### src/rtl/esd_pkg.sv
// Shared state encoding, default timing constants and helpers for the E-STOP
// supervisor and its watchdog kick generator.
package esd_pkg;

    typedef enum logic [2:0] {
        ST_IDLE         = 3'd0,
        ST_RUN          = 3'd1,
        ST_RECOVER_WAIT = 3'd2,
        ST_ACK_PULSE    = 3'd3,
        ST_ACK_SETTLE   = 3'd4,
        ST_LOCKOUT      = 3'd5
    } esd_state_t;

    localparam int unsigned DEF_CLK_FREQ_HZ    = 50_000_000;
    localparam int unsigned DEF_KICK_PULSE_CYC = 2;
    localparam int unsigned DEF_ACK_PULSE_CYC  = 5;
    localparam int unsigned DEF_RELEASE_CYC    = 100;
    localparam int unsigned DEF_MAX_RETRIES    = 3;

    // States in which the controller watchdog must be fed.
    function automatic logic is_kicking(input esd_state_t s);
        return (s == ST_RUN) || (s == ST_RECOVER_WAIT) ||
               (s == ST_ACK_PULSE) || (s == ST_ACK_SETTLE);
    endfunction

endpackage

### src/rtl/esd_kick_gen.sv
// Watchdog heartbeat: free-running phase counter while enabled, registered
// pulse comparator and heartbeat gate.
module esd_kick_gen
    import esd_pkg::*;
#(
    parameter int unsigned KICK_INTERVAL_CYC = DEF_CLK_FREQ_HZ / 100,
    parameter int unsigned KICK_PULSE_CYC    = DEF_KICK_PULSE_CYC
) (
    input  logic clk,
    input  logic rst,
    input  logic run_en,
    input  logic restart,
    input  logic heartbeat_ok,
    output logic wdg_kick
);

    localparam int unsigned PH_W = $clog2(KICK_INTERVAL_CYC + 1);

    logic [PH_W-1:0] phase_reg;
    logic            wdg_kick_reg;

    always_ff @(posedge clk or posedge rst) begin
        if (rst) begin
            phase_reg    <= '0;
            wdg_kick_reg <= 1'b0;
        end else begin
            // Phase keeps running while heartbeat_ok is low so kicks resume in step.
            if (!run_en || restart) begin
                phase_reg <= '0;
            end else if (phase_reg == PH_W'(KICK_INTERVAL_CYC - 1)) begin
                phase_reg <= '0;
            end else begin
                phase_reg <= phase_reg + PH_W'(1);
            end
            wdg_kick_reg <= run_en && heartbeat_ok && (phase_reg < PH_W'(KICK_PULSE_CYC));
        end
    end

    assign wdg_kick = wdg_kick_reg;

endmodule

### src/rtl/esd_supervisor.sv
// Host-side E-STOP supervisor: watchdog heartbeat plus automatic shutdown
// recovery (wait for release, pulse ACK, confirm) with retry lockout.
module esd_supervisor
    import esd_pkg::*;
#(
    parameter int unsigned CLK_FREQ_HZ         = DEF_CLK_FREQ_HZ,
    parameter int unsigned KICK_INTERVAL_CYC   = CLK_FREQ_HZ / 100,
    parameter int unsigned KICK_PULSE_CYC      = DEF_KICK_PULSE_CYC,
    parameter int unsigned ACK_PULSE_CYC       = DEF_ACK_PULSE_CYC,
    parameter int unsigned RELEASE_CYC         = DEF_RELEASE_CYC,
    parameter int unsigned RECOVER_TIMEOUT_CYC = CLK_FREQ_HZ / 1000,
    parameter int unsigned MAX_RETRIES         = DEF_MAX_RETRIES
) (
    input  logic                                 clk,
    input  logic                                 rst,
    input  logic                                 enable,
    input  logic                                 heartbeat_ok,
    input  logic                                 auto_recover,
    input  logic                                 clear_fault,
    input  logic                                 shutdown_in,
    input  logic                                 estop_a_n_in,
    input  logic                                 estop_b_n_in,
    output logic                                 wdg_kick,
    output logic                                 ack_n,
    output logic [2:0]                           state,
    output logic [$clog2(MAX_RETRIES + 1)-1:0]   retry_cnt,
    output logic                                 fault_latched
);

    localparam int unsigned RETRY_W = $clog2(MAX_RETRIES + 1);
    localparam int unsigned REL_W   = $clog2(RELEASE_CYC + 1);
    localparam int unsigned WIN_MAX = (ACK_PULSE_CYC > RECOVER_TIMEOUT_CYC) ?
                                      ACK_PULSE_CYC : RECOVER_TIMEOUT_CYC;
    localparam int unsigned WIN_W   = $clog2(WIN_MAX + 1);
    // Reset to the safe view: controller in shutdown, both E-STOPs pressed.
    localparam logic [2:0]  SYNC_RST_VAL = 3'b001;

    logic [2:0] async_in;
    logic [2:0] sync_vec;
    logic       shutdown_s;
    logic       released;

    assign async_in = {estop_b_n_in, estop_a_n_in, shutdown_in};

    genvar gi;
    generate
        for (gi = 0; gi < 3; gi++) begin : g_sync
            logic meta_reg;
            logic sync_reg;
            always_ff @(posedge clk or posedge rst) begin
                if (rst) begin
                    meta_reg <= SYNC_RST_VAL[gi];
                    sync_reg <= SYNC_RST_VAL[gi];
                end else begin
                    meta_reg <= async_in[gi];
                    sync_reg <= meta_reg;
                end
            end
            assign sync_vec[gi] = sync_reg;
        end
    endgenerate

    assign shutdown_s = sync_vec[0];
    assign released   = sync_vec[1] && sync_vec[2];

    esd_state_t         state_reg, state_next;
    logic [REL_W-1:0]   rel_cnt_reg;
    logic [WIN_W-1:0]   win_cnt_reg;
    logic [RETRY_W-1:0] retry_cnt_reg, retry_cnt_next;
    logic               ack_n_reg;
    logic               fault_latched_reg;
    logic               rel_hit;
    logic               in_ack;

    assign rel_hit = released && (rel_cnt_reg >= REL_W'(RELEASE_CYC - 1));
    assign in_ack  = (state_reg == ST_ACK_PULSE) || (state_reg == ST_ACK_SETTLE);

    always_comb begin
        state_next     = state_reg;
        retry_cnt_next = retry_cnt_reg;
        if (state_reg == ST_LOCKOUT) begin
            if (clear_fault) begin
                state_next     = ST_IDLE;
                retry_cnt_next = '0;
            end
        end else if (!enable) begin
            state_next = ST_IDLE;
        end else if (in_ack && !released) begin
            state_next = ST_RECOVER_WAIT;
        end else begin
            case (state_reg)
                ST_IDLE:         state_next = ST_RECOVER_WAIT;
                ST_RUN:          if (shutdown_s) state_next = ST_RECOVER_WAIT;
                ST_RECOVER_WAIT: if (rel_hit && auto_recover) state_next = ST_ACK_PULSE;
                ST_ACK_PULSE:    if (win_cnt_reg == WIN_W'(ACK_PULSE_CYC - 1)) state_next = ST_ACK_SETTLE;
                ST_ACK_SETTLE: begin
                    if (!shutdown_s) begin
                        state_next     = ST_RUN;
                        retry_cnt_next = '0;
                    end else if (win_cnt_reg == WIN_W'(RECOVER_TIMEOUT_CYC - 1)) begin
                        retry_cnt_next = retry_cnt_reg + RETRY_W'(1);
                        state_next     = (retry_cnt_next == RETRY_W'(MAX_RETRIES)) ?
                                         ST_LOCKOUT : ST_RECOVER_WAIT;
                    end
                end
                default:         state_next = ST_IDLE;
            endcase
        end
    end

    always_ff @(posedge clk or posedge rst) begin
        if (rst) begin
            state_reg         <= ST_IDLE;
            rel_cnt_reg       <= '0;
            win_cnt_reg       <= '0;
            retry_cnt_reg     <= '0;
            ack_n_reg         <= 1'b1;
            fault_latched_reg <= 1'b0;
        end else begin
            state_reg         <= state_next;
            retry_cnt_reg     <= retry_cnt_next;
            ack_n_reg         <= (state_reg != ST_ACK_PULSE);
            fault_latched_reg <= (state_next == ST_LOCKOUT);
            // Release counter lives only in RECOVER_WAIT and saturates at RELEASE_CYC.
            if (state_reg != ST_RECOVER_WAIT || state_next != ST_RECOVER_WAIT || !released) begin
                rel_cnt_reg <= '0;
            end else if (rel_cnt_reg != REL_W'(RELEASE_CYC)) begin
                rel_cnt_reg <= rel_cnt_reg + REL_W'(1);
            end
            if (state_next != state_reg || !in_ack) begin
                win_cnt_reg <= '0;
            end else begin
                win_cnt_reg <= win_cnt_reg + WIN_W'(1);
            end
        end
    end

    esd_kick_gen #(
        .KICK_INTERVAL_CYC (KICK_INTERVAL_CYC),
        .KICK_PULSE_CYC    (KICK_PULSE_CYC)
    ) u_kick_gen (
        .clk          (clk),
        .rst          (rst),
        .run_en       (is_kicking(state_reg)),
        .restart      (is_kicking(state_next) && !is_kicking(state_reg)),
        .heartbeat_ok (heartbeat_ok),
        .wdg_kick     (wdg_kick)
    );

    assign ack_n         = ack_n_reg;
    assign state         = state_reg;
    assign retry_cnt     = retry_cnt_reg;
    assign fault_latched = fault_latched_reg;

endmodule

### config.mk
export PLATFORM = sky130hd
export DESIGN_NAME = esd_supervisor
export DESIGN_NICKNAME = d
export VERILOG_FILES = /design/src/rtl/esd_pkg.sv /design/src/rtl/esd_kick_gen.sv /design/src/rtl/esd_supervisor.sv
export SDC_FILE = /design/constraint.sdc
export NUM_CORES = 1
export LEC_CHECK = 0
export CAP_MARGIN = 10
export CORE_MARGIN = 2
export CORE_UTILIZATION = 45
export CTS_CLUSTER_SIZE = 8
export DETAILED_ROUTE_END_ITERATION = 6
export RECOVER_POWER = 50
export SLEW_MARGIN = 20
export SYNTH_ARGS = -nofsm -noshare
export SYNTH_HDL_FRONTEND = slang
export SYNTH_SLANG_ARGS = --single-unit
### constraint.sdc
create_clock -name clk -period 2.6 [get_ports clk]
set_input_delay 0.65 -clock clk [delete_from_list [all_inputs] [get_ports clk]]
set_output_delay 0.65 -clock clk [all_outputs]
set_load 0.02 [all_outputs]
Word level (Yosys, flattened, before mapping). Index checks and enable logic that the tools add are counted.

Bits in registers: 56. Input bits: 9. Output and inout bits: 8.

Order comparisons: 2. Mux-type cells: 23. Add/subtract/negate cells: 4. Equality and inequality tests: 22. Reductions and logical operators: 26.

Operator list (number): 2-to-1 mux 19 bit (2); 2-to-1 mux 3 bit (10); adder 19 x 1 -> 19 bit, second input constant (1); == test 19 bit, second input constant (1); < comparator 19 x 2 -> 1 bit, second input constant (1); adder 16 x 1 -> 16 bit, second input constant (1); == test 16 bit, second input constant (1); == test 16 x 3 -> 1 bit, second input constant (1); 2-to-1 mux 16 bit (1); case mux 3 bit (5 select lines) (1); 2-to-1 mux 2 bit (7); 2-to-1 mux 7 bit (2); == test 3 x 2 -> 1 bit, second input constant (4); == test 3 bit, second input constant (4); logical OR 1 bit (11); inequality test 3 x 2 -> 1 bit, second input constant (3); adder 7 x 1 -> 7 bit, second input constant (1); greater-or-equal comparator 7 bit, second input constant (1); logical AND 1 bit (7); inequality test 7 bit, second input constant (1); == test 3 x 1 -> 1 bit, second input constant (2); nonzero test 2 bit (3); AND reduction 5 bit (1); inequality test 2 bit, second input constant (2); other kinds (6) (8).

Depth between registers and ports, before layout.
Depth after elaboration: 16. Gate-level depth with buffers: 8. Depth with buffers taken out: 7.

Modules after synthesis. From an unflattened synthesis, not the netlist that was laid out.

Cells, all modules: 304. Area, all modules: 3035.4 µm².

Modules (own cells, without submodules): esd_supervisor (times used 1, cells an instance 195, area each 1961.9 µm²); esd_kick_gen (times used 1, cells an instance 109, area each 1073.5 µm²).

Least setup slack after synthesis. OpenSTA, ideal clock, no wires.

Path kind: register to register. Start point: register win_cnt_reg[10]. End point: register win_cnt_reg[10]. Clock period less this slack: 2204 ps. Cell stages (with the launch flop): 7. Buffers on the path: 1. Data required time: 2475 ps. Data arrival time: 2079 ps. Slack: 396 ps. Path through: dfrtp_1 > or4_4 > nor4_4 > nand3_2 > a211oi_4 > buf_6 > nor4_1.

Cells in the longest elaborated chain, start to end: 10.

Ends and longest elaborated chain: start, declared (RTL line esd_supervisor.sv:68) `logic [WIN_W-1:0] win_cnt_reg;`; start signal, assigned (RTL line esd_supervisor.sv:133) `win_cnt_reg <= win_cnt_reg + WIN_W'(1);`; == test 16 bit (RTL line esd_supervisor.sv:100) `end else if (win_cnt_reg == WIN_W'(RECOVER_TIMEOUT_CYC - 1)) begin`; 2-to-1 mux 3 bit (RTL line esd_supervisor.sv:100); 2-to-1 mux 3 bit (RTL line esd_supervisor.sv:97) `if (!shutdown_s) begin`; case mux 3 bit (5 select lines) (RTL line esd_supervisor.sv:91) `case (state_reg)`; 2-to-1 mux 3 bit (RTL line esd_supervisor.sv:88) `end else if (in_ack && !released) begin`; 2-to-1 mux 3 bit (RTL line esd_supervisor.sv:86) `end else if (!enable) begin`; 2-to-1 mux 3 bit (RTL line esd_supervisor.sv:81) `if (state_reg == ST_LOCKOUT) begin`; inequality test 3 bit (RTL line esd_supervisor.sv:130) `if (state_next != state_reg || !in_ack) begin`; logical OR 1 bit (RTL line esd_supervisor.sv:130); 2-to-1 mux 16 bit * (RTL line esd_supervisor.sv:130).

Every way passes the cells marked *; elsewhere a longest branch is shown, timed or not. A chain may end at the register's enable or synchronous reset.

Final worst setup path.
Start point: register win_cnt_reg[10]. End point: register rel_cnt_reg[2].

Cells in the longest elaborated chain, start to end: 11.

Ends and longest elaborated chain: == test 16 bit (RTL line esd_supervisor.sv:100); 2-to-1 mux 3 bit (RTL line esd_supervisor.sv:100); 2-to-1 mux 3 bit (RTL line esd_supervisor.sv:97); case mux 3 bit (5 select lines) * (RTL line esd_supervisor.sv:91); 2-to-1 mux 3 bit * (RTL line esd_supervisor.sv:88); 2-to-1 mux 3 bit * (RTL line esd_supervisor.sv:86); 2-to-1 mux 3 bit * (RTL line esd_supervisor.sv:81); inequality test 3 x 2 -> 1 bit * (RTL line esd_supervisor.sv:125) `if (state_reg != ST_RECOVER_WAIT || state_next != ST_RECOVER_WAIT || !released) begin`; logical OR 1 bit * (2 in series) (RTL line esd_supervisor.sv:125); 2-to-1 mux 7 bit or nonzero test 2 bit (tied branches); end signal, assigned (RTL line esd_supervisor.sv:128) `rel_cnt_reg <= rel_cnt_reg + REL_W'(1);`; end, declared (RTL line esd_supervisor.sv:67) `logic [REL_W-1:0] rel_cnt_reg;`.

Marks and branches as above.

==> results.md <==
* Status: finished clean
* Site row count at 29
* DPL Wire Length at roughly 4 mm
* Share of cells above drive strength 1 at between 9 and 10%
* Die Height at between 80 and 90 um
* Post-synth EDFFs at 0
* Via-per-instance ratio at 5.512
* Io pins at 17
* Starting DRT DRC Count at between 150 and 200
* GP Congestion at 0.8602
* Synth-to-layout area growth at 12.47%
* Relative slew margins at under 10%
* Most common cell in the netlist: dfrtp_1
* Critical Path Source Type: flip-flop
* Antenna fix cells at 0
* Most frequent cells after synthesis: dfrtp_1 (53), nor2_1 (36), xnor2_1 (26), nand2_1 (22), nor4_1 (22)
* Tot GR Track Use at 17.32%
* CP max FO at 9
* Slowest-stage cell, CP: or4_4
* FF-to-FF setup slack at between 200 and 250 ps
* Setup Total Neg Slack at 0 ps
* Routed wire length at ~5.8 mm
* Worst reg2reg startpoint: win_cnt_reg[10]$_DFF_PP0_
* Routed WL per cell at between 10 and 15 um
* Hold Path Class: flip-flop to flip-flop
* Final setup vio count at 0
* Top cell type's share of synthesized area at between 40% and 50%
* Max-cap viol count at 0
* Reg2reg path depth at 5
* Yosys warns at 0
* CTS Buffer Depth at 2
* RR Endpoint: rel_cnt_reg[2]$_DFFE_PP0P_
* CTS buffer count at 5
* Hold WS at between 300 and 400 ps
* Async SR Flop Fraction at 100.0%
* DRC Markers at 0
* Post-synth top flop: dfrtp_1
* RSZ-0062 raised after global routing: false
* Crit end category: flip-flop
* Worst hold path startpoint: g_sync[2].meta_reg$_DFF_PP0_
* Distinct cells, synth at 50
* Synth Net Count at 319
* Global route overflow at 0
* CP delay by family, top: simple AND/OR/NAND/NOR gates
* Fin crit period at between 2000 and 2500 ps
* Largest cells by area after synthesis: dfrtp_1 (45%), xnor2_1 (7.6%), nor4_1 (4.6%)
* Mapped Avg Cell Area at 9.800 um^2
* Antenna violations before repair at 0
* Synth area leader: dfrtp_1
* #FFs+latches synth at 56
* Crit path required time at roughly 2800 ps
* Core box area at ~6400 um^2
* Total power divided by cell area at approximately 470 nW/um^2
* CP bufs+invs at 0
* Die span in x at 85.37 um
* CP arrival at 2590 ps
* Vias in the first global route at 2110
* WHS Path Cells at 0
* Hold endpoint: g_sync[2].sync_reg$_DFF_PP0_
* Worst-path cell chain: or4_4 > nor4_4 > nand3_2 > a31oi_2 > and3b_1
* Worst clock skew at ~11 ps
* Antenna-violating nets left at 0
* Port Buf Inserts at 16
* CTS resizes at 0
* # hold bufs at CTS at 0
* DR pass1 iterations at 4
* Post-Syn Instances at 304
* DR vias at 2216
* Sequential fraction of the synthesis area at between 40% and 50%
* Sinks on Clock Net at 56
* Fin. Hold Viols at 0
* Maximum clock rate at 0.4179 GHz
* Crit Path Category: flip-flop to flip-flop
* Initial Utilization at around 47%
* Max FFs per register at 19
* Largest net degree at the start of global routing at 29
* FILL cells at slightly below 600
* Total die area at around 7300 um^2
* # nets final at ~340
* Synthesized area at about 3000 um^2
* Post-CTS setup buffer count at 0
* Crit share post-route at 92.04%
* Peak VDD IR at between 0.0003 and 0.0004 V
* Clock Latency Late Sink at ~310 ps
* Clk root buf: clkbuf_8
* Worst-path clk slew at around 90 ps
* First-pass GRT wire length at 10.12 mm
* Worst-Margin Slew at about 1400 ps
* LEAKAGE at 1.385 nW
* CTS tree: built
* Largest stage delay, worst path at ~590 ps
* Final Max Tran Viols at 0
* CTS H-Tree Depth at 2
[through the flow]
| stage | cells | utilization [%] | setup WS (ps) | cell area, um^2 | total power [mW] |
|---|---|---|---|---|---|
| floorplan | 304 | - | 395.8 | 2979 | 0.9569 |
| global placement | 394 | 50.59 | 320.1 | 3231 | 0.9928 |
| detailed placement | 394 | 50.59 | 216.8 | 3231 | 0.9929 |
| CTS | 402 | 52.57 | 185.3 | 3357 | 1.616 |
| global route | 402 | 52.47 | 88.18 | 3351 | 1.667 |
| finish | 402 | 52.47 | 207.0 | 3351 | 1.586 |
[metal layers]
metal	global-route usage [%]	routed length, um
met1	24.76	2918
met3	3.599	198
met5	0	0
met4	4.762	63
met2	26.85	2603
[power by group]
| part | internal [mW] | leakage (nW) | switching, mW | total [mW] |
|---|---|---|---|---|
| logic | 0.0295 | 0.568 | 0.0465 | 0.0759 |
| registers | 0.884 | 0.753 | 0.0122 | 0.896 |
| clock network | 0.340 | 0.0645 | 0.274 | 0.614 |
| total | 1.25 | 1.39 | 0.333 | 1.59 |
[worst register-to-register path: cells and delay by family, from the launching register on]
| family | cells | cell delay, ps |
|---|---|---|
| AO/OA/AOI/OAI | 1 | 450 |
| flip-flops | 1 | 420 |
| AND/OR/NAND/NOR | 4 | 1420 |
[cell usage in the layout, fill, tap and decap left out, types with 3 or more instances in the layout]
cell             synthesis  layout
xor2_1                  11      11
nor4_1                  22      22
nand3b_1                 3       3
and3_1                   7       7
clkbuf_8                 0       7
nand3_1                 14      14
or2_2                    3       3
nor3_1                  10      10
nand4_1                 13      13
nand2b_1                 3       3
nand2_1                 22      22
dfstp_2                  3       3
xnor2_1                 26      26
dfrtp_1                 53      53
nor2_1                  36      36
buf_4                    1       4
dlygate4sd3_1            0       4
o21ai_0                  3       3
clkdlybuf4s50_1          0      12
a21oi_1                  8       8
and4_1                   3       3
inv_1                   14      13
ha_1                     6       6
[area by class of cell]
class                   instances  area [um^2]  area share [%]
well taps                      77        96.34           2.875
repair buffers                 22        198.9           5.937
flip-flops and latches         56         1405           41.93
clock buffers                   7        96.34           2.875
inverters                      14        52.55           1.568
multi-input cells             225         1471           43.91
clock inverters                 1        30.03          0.8962
[kinds of logic (layout without fill, tap and decap cells)]
logic type	count (synthesis)	count (layout)	synth area share [%]
adder cells (fa/ha/maj)	6	6	2.520
buffers and inverters	23	44	3.444
XOR/XNOR	37	37	10.88
AND/OR/NAND/NOR	154	154	28.94
multiplexers	2	2	0.7140
AO/OA/AOI/OAI	26	26	6.342
flip-flops	56	56	47.17
[worst max path at each step]
stage	cells past startpoint	from	to	slack, ps
after floorplan	6	win_cnt_reg[10]$_DFF_PP0_	win_cnt_reg[10]$_DFF_PP0_	400
after global placement	5	win_cnt_reg[10]$_DFF_PP0_	rel_cnt_reg[2]$_DFFE_PP0P_	320
after detailed placement	5	win_cnt_reg[10]$_DFF_PP0_	rel_cnt_reg[2]$_DFFE_PP0P_	220
after CTS	5	win_cnt_reg[10]$_DFF_PP0_	rel_cnt_reg[2]$_DFFE_PP0P_	190
after global routing	3	rst	u_kick_gen.phase_reg[7]$_DFF_PP0_	90
final	5	win_cnt_reg[10]$_DFF_PP0_	rel_cnt_reg[2]$_DFFE_PP0P_	210
(Power assumes the default switching activity.)
